<file path="config.mk">
export PLATFORM = sky130hd
export DESIGN_NAME = prog_load_ctrl
export DESIGN_NICKNAME = d
export VERILOG_FILES = /design/src/rtl/prog_load_ctrl.sv
export SDC_FILE = /design/constraint.sdc
export NUM_CORES = 1
export LEC_CHECK = 0
export CAP_MARGIN = 20
export CORE_ASPECT_RATIO = 1.25
export CORE_MARGIN = 1
export CORE_UTILIZATION = 35
export CTS_BUF_LIST = sky130_fd_sc_hd__clkbuf_4 sky130_fd_sc_hd__clkbuf_8 sky130_fd_sc_hd__clkbuf_16
export CTS_CLUSTER_SIZE = 40
export DETAILED_ROUTE_END_ITERATION = 6
export REMOVE_ABC_BUFFERS = 1
export SYNTH_ARGS = -nofsm -noshare
export SYNTH_HDL_FRONTEND = slang
export SYNTH_SLANG_ARGS = --single-unit
</file>
<file path="constraint.sdc">
create_clock -name clk -period 2.9 [get_ports clk]
set_input_delay 0.58 -clock clk [delete_from_list [all_inputs] [get_ports clk]]
set_output_delay 0.58 -clock clk [all_outputs]
set_load 0.02 [all_outputs]
</file>
<file path="src/rtl/prog_load_ctrl.sv">
// Program loader: assembles UART byte pairs into 16-bit words for the program RAM
// and toggles between load and run mode on a long press of the mode button.
module prog_load_ctrl #(
    parameter int HOLD_CYCLES  = 13500000,
    parameter int BYTE_TIMEOUT = 4095
) (
    input  logic        clk,
    input  logic        reset,
    input  logic        button,
    input  logic        rx_valid,
    input  logic [7:0]  rx_data,
    output logic        ram_we,
    output logic [7:0]  ram_waddr,
    output logic [15:0] ram_wdata,
    output logic        cpu_rst,
    output logic        mode,
    output logic [8:0]  word_count,
    output logic        load_err
);

    localparam logic [23:0] HOLD_MAX  = 24'(HOLD_CYCLES);
    localparam logic [11:0] TO_MAX    = 12'(BYTE_TIMEOUT);
    localparam logic [8:0]  COUNT_MAX = 9'd256;

    typedef enum logic [1:0] {
        LOAD_LO,
        LOAD_HI,
        WRITE,
        RUN
    } state_t;

    state_t      state_q, state_d;
    logic [7:0]  lo_q, lo_d;
    logic [7:0]  addr_q, addr_d;
    logic [15:0] wdata_q, wdata_d;
    logic [8:0]  count_q, count_d;
    logic        err_q, err_d;
    logic        cpu_rst_q, cpu_rst_d;
    logic [23:0] hold_q, hold_d;
    logic [11:0] to_q, to_d;
    logic        toggle;

    // The hold counter parks at HOLD_MAX, so the toggle fires only on the cycle it arrives there.
    always_comb begin
        hold_d = hold_q;
        toggle = 1'b0;
        if (button) begin
            hold_d = '0;
        end else if (hold_q != HOLD_MAX) begin
            hold_d = hold_q + 24'd1;
            toggle = (hold_d == HOLD_MAX);
        end
    end

    always_comb begin
        state_d = state_q;
        lo_d    = lo_q;
        addr_d  = addr_q;
        wdata_d = wdata_q;
        count_d = count_q;
        err_d   = err_q;
        to_d    = '0;
        case (state_q)
            LOAD_LO: begin
                if (toggle) begin
                    state_d = RUN;
                end else if (rx_valid) begin
                    lo_d    = rx_data;
                    state_d = LOAD_HI;
                end
            end
            LOAD_HI: begin
                if (toggle) begin
                    err_d   = 1'b1;
                    state_d = RUN;
                end else if (rx_valid) begin
                    wdata_d = {rx_data, lo_q};
                    state_d = WRITE;
                end else if (to_q + 12'd1 == TO_MAX) begin
                    err_d   = 1'b1;
                    state_d = LOAD_LO;
                end else begin
                    to_d = to_q + 12'd1;
                end
            end
            WRITE: begin
                addr_d = addr_q + 8'd1;
                if (count_q != COUNT_MAX) begin
                    count_d = count_q + 9'd1;
                end
                // A byte arriving during the write strobe starts the next word immediately.
                if (toggle) begin
                    state_d = RUN;
                end else if (rx_valid) begin
                    lo_d    = rx_data;
                    state_d = LOAD_HI;
                end else begin
                    state_d = LOAD_LO;
                end
            end
            RUN: begin
                if (toggle) begin
                    state_d = LOAD_LO;
                    addr_d  = '0;
                    count_d = '0;
                    err_d   = 1'b0;
                end
            end
            default: state_d = LOAD_LO;
        endcase
        // CPU reset releases one cycle after entering run, but reasserts on the leaving edge.
        cpu_rst_d = !((state_q == RUN) && (state_d == RUN));
    end

    always_ff @(posedge clk) begin
        if (reset) begin
            state_q   <= LOAD_LO;
            lo_q      <= '0;
            addr_q    <= '0;
            wdata_q   <= '0;
            count_q   <= '0;
            err_q     <= 1'b0;
            cpu_rst_q <= 1'b1;
            hold_q    <= '0;
            to_q      <= '0;
        end else begin
            state_q   <= state_d;
            lo_q      <= lo_d;
            addr_q    <= addr_d;
            wdata_q   <= wdata_d;
            count_q   <= count_d;
            err_q     <= err_d;
            cpu_rst_q <= cpu_rst_d;
            hold_q    <= hold_d;
            to_q      <= to_d;
        end
    end

    // Gating with reset keeps a pending write from strobing during the reset cycle.
    assign ram_we     = (state_q == WRITE) && !reset;
    assign ram_waddr  = addr_q;
    assign ram_wdata  = wdata_q;
    assign cpu_rst    = cpu_rst_q;
    assign mode       = (state_q == RUN);
    assign word_count = count_q;
    assign load_err   = err_q;

endmodule

</file>
# Word level (Yosys, flattened, before mapping)
# Index checks and enable logic that the tools add are counted.
# op_classes
n_addsub	4
eq_ne	12
n_mux	21
bitwise	2
n_reduce_logical	15
# ops
op	count
$add A24 B1 Y24 const B	1
$eq A24 B24 Y1 const B	1
$ne A24 B24 Y1 const B	1
$mux W9	2
$pmux W9 S2	1
$pmux W8 S2	1
$mux W2	7
$add A12 B1 Y12 const B	1
$eq A12 B12 Y1 const B	1
$add A9 B1 Y9 const B	1
$ne A9 B9 Y1 const B	1
$reduce_and A3 Y1	3
$add A8 B1 Y8 const B	1
$mux W8	1
$pmux W2 S4	1
$mux W1	7
$eq A2 B2 Y1 const B	3
$ne A3 B3 Y1 const B	2
$reduce_or A5 Y1	1
$reduce_and A4 Y1	1
$reduce_bool A2 Y1	2
$reduce_or A2 Y1	2
$eq A2 B1 Y1 const B	1
$logic_and A1 B1 Y1	2
other kinds (7)	9
# totals
ff_bits	81
input_bits	12
output_inout_bits	37

# Longest topological paths before layout
# Gate-level depths: netlist of run 1.
# logic_depth
word_depth	9
mapped_depth	12

# Worst setup path after synthesis of run 1
# OpenSTA, ideal clock, no wires.
# synth_path
kind	reg-to-reg
startpoint	register hold_q[1]
endpoint	register addr_q[5], in the netlist ram_waddr[5]
setup_time_ns	0.070
arrival_time_ns	2.677
required_time_ns	2.830
slack_ns	0.153
stages_incl_launch_ff	11
synth_period_minus_slack_ns	2.747
path_cell_list	dfxtp_1 > ha_1 > buf_2 > and4_1 > clkbuf_1 > nand3_1 > a211o_1 > a211oi_4 > a41oi_4 > or4_1 > a21oi_1
# synth_between
elab_chain_cells	6
word_cells_on_any_way	7
# synth_lines
element	line_no	source
start: declaration	39	logic [23:0] hold_q, hold_d;
start signal: assignment	134	hold_q <= hold_d;
$add A24 B1 Y24	50	hold_d = hold_q + 24'd1;
$eq A24 B24 Y1	51	toggle = (hold_d == HOLD_MAX);
$mux W1 (*)	49	end else if (hold_q != HOLD_MAX) begin
$mux W1 (*)	47	if (button) begin
$ne A2 B1 Y1 (no line) (*)	--	
$reduce_and A2 Y1 (no line) (*)	--	
end signal: assignment	129	addr_q <= addr_d;
end: declaration	34	logic [7:0] addr_q, addr_d;
# Mark *: on every way between the ends. The rest lies on a longest branch, timed or not.
# A chain may end at the register's enable or synchronous reset.

# Worst setup path in the final report of run 1
# layout_path
startpoint	register hold_q[12]
endpoint	register addr_q[5], in the netlist ram_waddr[5]
# Same word-level chain as after synthesis.

==> flow_metrics.tcl, run 1 <==
set metrics [dict create \
    powerDensity_nw_per_um2 494.1 \
    netlist_top_cells_count "dfxtp_1 (81), nor2_1 (62), nand3_1 (42)" \
    grt_overflow 0 \
    grt_first_pass_wirelength_mm 16.72 \
    power.switching_uw 549.5 \
    yosysSeqAreaShare_pct 40.37 \
    via_per_inst 5.366 \
    start_kind "flop" \
    num_rows 43 \
    leakagePower_nw 1.679 \
    synth_top_area_share_pct 40.37 \
    cts_root_buf "clkbuf_16" \
    grt-busiest-layer "met2" \
    ant_nets 0 \
    final_cell_area_um2 5101 \
    postCtsSetupBuffers 0 \
    clk_pin_slew_ps 60 \
    min_from "lo_q[0]" \
    path_delay_family "simple AND/OR/NAND/NOR gates" \
    r2r-start "hold_q[12]" \
    synth_area_um2 4016 \
    worstSkewPairLatency_ps 330 \
    drc_errors 4 \
    fill_cells 1105 \
    gp_congestion 0.8374 \
    holdWs_ps 464.7 \
    wirelength_mm 10.29 \
    crit_type "reg2reg" \
    synth_area_leader_cell "dfxtp_1" \
    final_hold_viol_count 0 \
    slowest_delay_ps 540 \
    use_met3_pct 2.410 \
    crit_buf_inv 0 \
    chipHeight_um 121.8 \
    synth.most_common_cell "dfxtp_1" \
    drtPass1Iterations 6 \
    peakVddDrop_mv 0.2302 \
    start_util_pct 36.06 \
    design.die.area_um2 11910 \
    post_dp_cell_area_um2 4775 \
    cts_tree "yes" \
    relSlewSlack_pct 60.77 \
    synth_cell_types 51 \
    finalCritPeriodShare_pct 94.11 \
    cap_violations 0 \
    htreeDepth 3 \
    grt_max_degree 39 \
    slowest_stage "or4_1" \
    power_frac_comb_pct 6.0 \
    routedWlPerCell_um 14.86 \
    drv_slew 0 \
    synthArstFlopShare_pct 0 \
    grt_usage_pct 17.60 \
    clock-sinks 81 \
    switching_share_pct 21.80 \
    endpoint_kind "flop" \
    crit_fanout 8 \
    setup_tns_ps 0 \
    clk_path_buf_depth 2 \
    worstPathCellList "nand4_2 > or4_1 > a211o_1 > a211oi_4 > a41oi_4 > or4_1 > a21oi_1" \
    antenna_found_initial 0 \
    grt_pass1_vias 3539 \
    min_path_type "reg2reg" \
    violations "design-rule violations" \
    nNetsFinal 572 \
    tightest_slew_ps 586.8 \
    cts.hold.buffers_added 0 \
    final.setup.worst_slack_ps 170.9 \
    critPathArrivalTime_ps 2990 \
    portBuffers 48 \
    die_w_um 97.82 \
    via_count 3713 \
    yosysWarnings 0 \
    finalSetupViolations 0 \
    power_frac_clock_pct 48.5 \
    p_int_mw 1.971 \
    drt-initial-drc-count 178 \
    fin_cells 692 \
    dp_slack_ps 112.5 \
    fin_crit_ps 2729 \
    pwr-share-seq_pct 45.5 \
    status "finished with violations" \
    drive_above_1_share_pct 11.13 \
    numCtsBuffers 9 \
    p_total_mw 2.521 \
    diodes 0 \
    synth-edff-count 0 \
    finClkSkew_ps 4.817 \
    area_growth_pct 27.01 \
    synth.ff_latch_count 81 \
    max_freq_mhz 366.4 \
    syn_area_per_cell_um2 8.130 \
    grt_use_met1_pct 20.20 \
    core_um2 11140 \
    worstPathRequired_ps 3160 \
    pin_count 49 \
    path_common_cell "or4_1" \
    hpwl_mm 7.594 \
    critPathLaunch "hold_q[12]" \
    yosys-top-cells-area "dfxtp_1 (40%), nor2_1 (5.8%), xnor2_1 (5.5%)" \
    synth-main-ff-cell "dfxtp_1" \
    post_cts_resize_count 0 \
    dp.cells 676 \
    final_util_pct 45.80 \
    synth_cells 494 \
    grtUsageMet2_pct 32.31 \
]
## layer usage
metal,up-vias,part of all wire [%]
met4,0,0.89
li1,1857,-
met5,-,0
met3,6,2.3
met2,61,54
met1,1789,43
## placed cells by master, fill, tap and decap left out, drive strengths merged, types with 2 or more instances in the layout
cell type	n
o21ai	37
xnor2	25
nand2b	5
and4	6
a22oi	2
or4	6
and3	7
a31oi	3
o31ai	5
bufinv	2
nand3	42
or2	2
nor4b	3
clkinv	2
ha	8
or3	5
a211oi	2
nand2	29
nand3b	2
buf	32
nor2	62
nand4	19
nor4bb	2
a21oi	39
xor2	15
mux2i	3
nor4	9
clkbuf	11
and2	3
inv	18
dfxtp	81
clkdlybuf4s50	48
nor3	8
a211o	2
## power by group through the flow
stage | combinational (mW) | clock [mW] | sequential, mW
3_5_place_dp | 0.151 | 0 | 1.17
2_1_floorplan | 0.0607 | 0 | 1.18
3_3_place_gp | 0.148 | 0 | 1.17
6_report | 0.151 | 1.22 | 1.15
5_1_grt | 0.165 | 1.30 | 1.15
4_1_cts | 0.152 | 1.26 | 1.15
## kinds of logic after synthesis
logic type / Yosys count / share of synthesized area [%]
compound gates: 99 / 14.89
buf+inv: 50 / 5.171
mux: 3 / 0.7477
xor+xnor: 40 / 8.723
flops: 81 / 40.37
fa+ha+maj: 8 / 2.492
simple gates: 213 / 27.60
## state kept, by name, indices dropped and copies added, names as in the netlist
name,flops
state_q,2
to_q,12
ram_wdata,16
hold_q,24
lo_q,8
load_err,1
ram_waddr,8
word_count,9
cpu_rst,1
## final cells by class
type | instances | area (µm²) | share of cell area (%)
multi-input cells | 363 | 2195 | 43.02
inverters | 17 | 63.81 | 1.251
repair buffers | 80 | 733.2 | 14.37
well taps | 135 | 168.9 | 3.311
flip-flops and latches | 81 | 1622 | 31.79
clock buffers | 11 | 240.2 | 4.709
clock inverters | 5 | 78.83 | 1.545
## worst reg2reg max path, stage by stage, from the launching register on
cell      delay [ps]
dfxtp_1          480
nand4_2          130
or4_1            540
a211o_1          350
a211oi_4         340
a41oi_4          180
or4_1            500
a21oi_1          150
## path summary, 6_finish.rpt
kind                                      to  slack [ps]  depth (start not counted)
worst max-delay path            ram_waddr[5]         170                          7
worst min-delay path            ram_wdata[0]         460                          2
worst max register to register  ram_waddr[5]         170                          7
worst min register to register  ram_wdata[0]         460                          2
Power figures use the tool's default switching activity.
==> run 2, diff against run 1 <==
- SKIP_CTS_REPAIR_TIMING: unset -> 1
==> results of run 2 <==
The final DEF is identical to that of run 1; final timing and power are the same.
==> run 3, diff against run 2 <==
- clock period: 2.9 -> 3.47 ns (I/O delays scaled with it)
==> run 3 against run 2 <==
Effect of this change:
- largest power group is now registers
- sequential cell count is the same
- via count decreased by 5.6%
- highest routed layer unchanged
- critical endpoint is now to_q[2]
- the flow still finishes with violations (design-rule violations)
- routed wire length down 6.6%
- maximum frequency is 8.7% lower
- setup slack better by 310 ps
- critical path depth did not move
- largest cell class unchanged
- total power decreased by 20%
- combinational power shrank 25%
==> flow_metrics.tcl, run 3 (synthesis results as in run 1) <==
set metrics [dict create \
    worstPathCellList "nand4_1 > or4_1 > nor4_2 > a211oi_2 > and4_1 > or3_1 > a21oi_1" \
    grt_first_pass_wirelength_mm 16.08 \
    area_growth_pct 21.37 \
    dp_slack_ps 447.0 \
    final_common_cell "dfxtp_1" \
    rsz0062_at_grt "no" \
    met1_length_mm 4.345 \
    fin_crit_ps 2988 \
    drtPass1Iterations 6 \
    start_kind "flop" \
    drive_above_1_share_pct 6.403 \
    design.die.area_um2 11910 \
    cap_violations 0 \
    final_cell_mix "dfxtp_1 (81), nor2_1 (62), clkdlybuf4s50_1 (48), nand3_1 (42), a21oi_1 (39)" \
    routedWlPerCell_um 14.43 \
    clk_pin_slew_ps 60 \
    die_w_um 97.82 \
    dr_wl_met2_mm 4.813 \
    drt-initial-drc-count 111 \
    endpoint_kind "flop" \
    diodes 0 \
    finalSetupViolations 0 \
    clk_path_buf_depth 2 \
    relSlewSlack_pct 60.54 \
    start_util_pct 36.06 \
    top_register "hold_q" \
    drc_errors 4 \
    pin_count 49 \
    nNetsFinal 547 \
    via_count 3506 \
    worstPathRequired_ps 3730 \
    peakVddDrop_mv 0.2481 \
    slowest_delay_ps 540 \
    gp_congestion 0.8355 \
    hpwl_mm 6.853 \
    crit_type "reg2reg" \
    largest_reg_flops 24 \
    setup_tns_ps 0 \
    grt_max_degree 39 \
    clock-sinks 81 \
    wl_met3_um 372 \
    portBuffers 48 \
    wirelength_mm 9.611 \
    fill_cells 1099 \
    grt_usage_pct 16.80 \
    grt_overflow 0 \
    max_freq_mhz 334.7 \
    antenna_found_initial 0 \
    violations "design-rule violations" \
    grt_pass1_vias 3365 \
    finalCritPeriodShare_pct 86.11 \
    tightest_slew_ps 590.3 \
    slowest_stage "or3_1" \
    powerDensity_nw_per_um2 415.0 \
    via_per_inst 5.264 \
    drv_slew 0 \
    core_um2 11140 \
    final_hold_viol_count 0 \
    worstSkewPairLatency_ps 330 \
    cts_root_buf "clkbuf_16" \
    final.setup.worst_slack_ps 482.2 \
    critPathArrivalTime_ps 3240 \
    ant_nets 0 \
    cts_tree "yes" \
    status "finished with violations" \
    leakagePower_nw 1.543 \
    htreeDepth 3 \
    route.top_layer_used "met4" \
    num_rows 43 \
    numCtsBuffers 9 \
    chipHeight_um 121.8 \
    finClkSkew_ps 11.83 \
    min_path_type "reg2reg" \
    crit_fanout 12 \
]
## run 3: worst max-delay path, delay by kind of cell (launching register included)
kind,cells,cell delay [ps]
AND/OR/NAND/NOR,5,2070
flip-flops,1,490
AO/OA/AOI/OAI,2,350
## run 3: cell type report
| cell class | count | area (µm²) | share of cell area (%) |
|---|---|---|---|
| clock buffers | 12 | 260.3 | 5.339 |
| clock inverters | 3 | 40.04 | 0.8214 |
| inverters | 17 | 63.81 | 1.309 |
| multi-input cells | 363 | 2187 | 44.87 |
| flip-flops and latches | 81 | 1622 | 33.26 |
| well taps | 135 | 168.9 | 3.465 |
| repair buffers | 55 | 533.0 | 10.93 |
## run 3: path summary, 6_finish.rpt
kind / from / to / slack (ps) / cells past startpoint
setup reg to reg: hold_q[6] / to_q[2] / 480 / 7
setup / recovery: hold_q[6] / to_q[2] / 480 / 7
hold reg to reg: load_err / load_err / 450 / 2
hold / removal: load_err / load_err / 450 / 2
## run 3: layer usage
metal  up-vias  global-route usage, %
li1       1806                      -
met1      1645                  21.00
met2        49                  29.34
met3         6                  2.008
met4         0                  7.008
met5         -                      0
## run 3: power by group
group | switching (mW) | total (mW) | internal, mW
clock | 0.350 | 0.948 | 0.598
combinational | 0.0677 | 0.114 | 0.0462
sequential | 0.0146 | 0.961 | 0.947
total | 0.432 | 2.02 | 1.59
## run 3: through the flow
stage / power (mW) / cell area (µm²) / std cells / util [%] / hold slack [ps]
6_report: 2.023 / 4875 / 666 / 43.77 / 449.6
5_1_grt: 2.107 / 4875 / 666 / 43.77 / 478.7
4_1_cts: 2.052 / 4875 / 666 / 43.77 / 455.7
3_5_place_dp: 1.096 / 4574 / 651 / 41.07 / 441.4
3_3_place_gp: 1.094 / 4574 / 651 / 41.07 / 439.8
2_1_floorplan: 1.037 / 3872 / 461 / - / 434.0
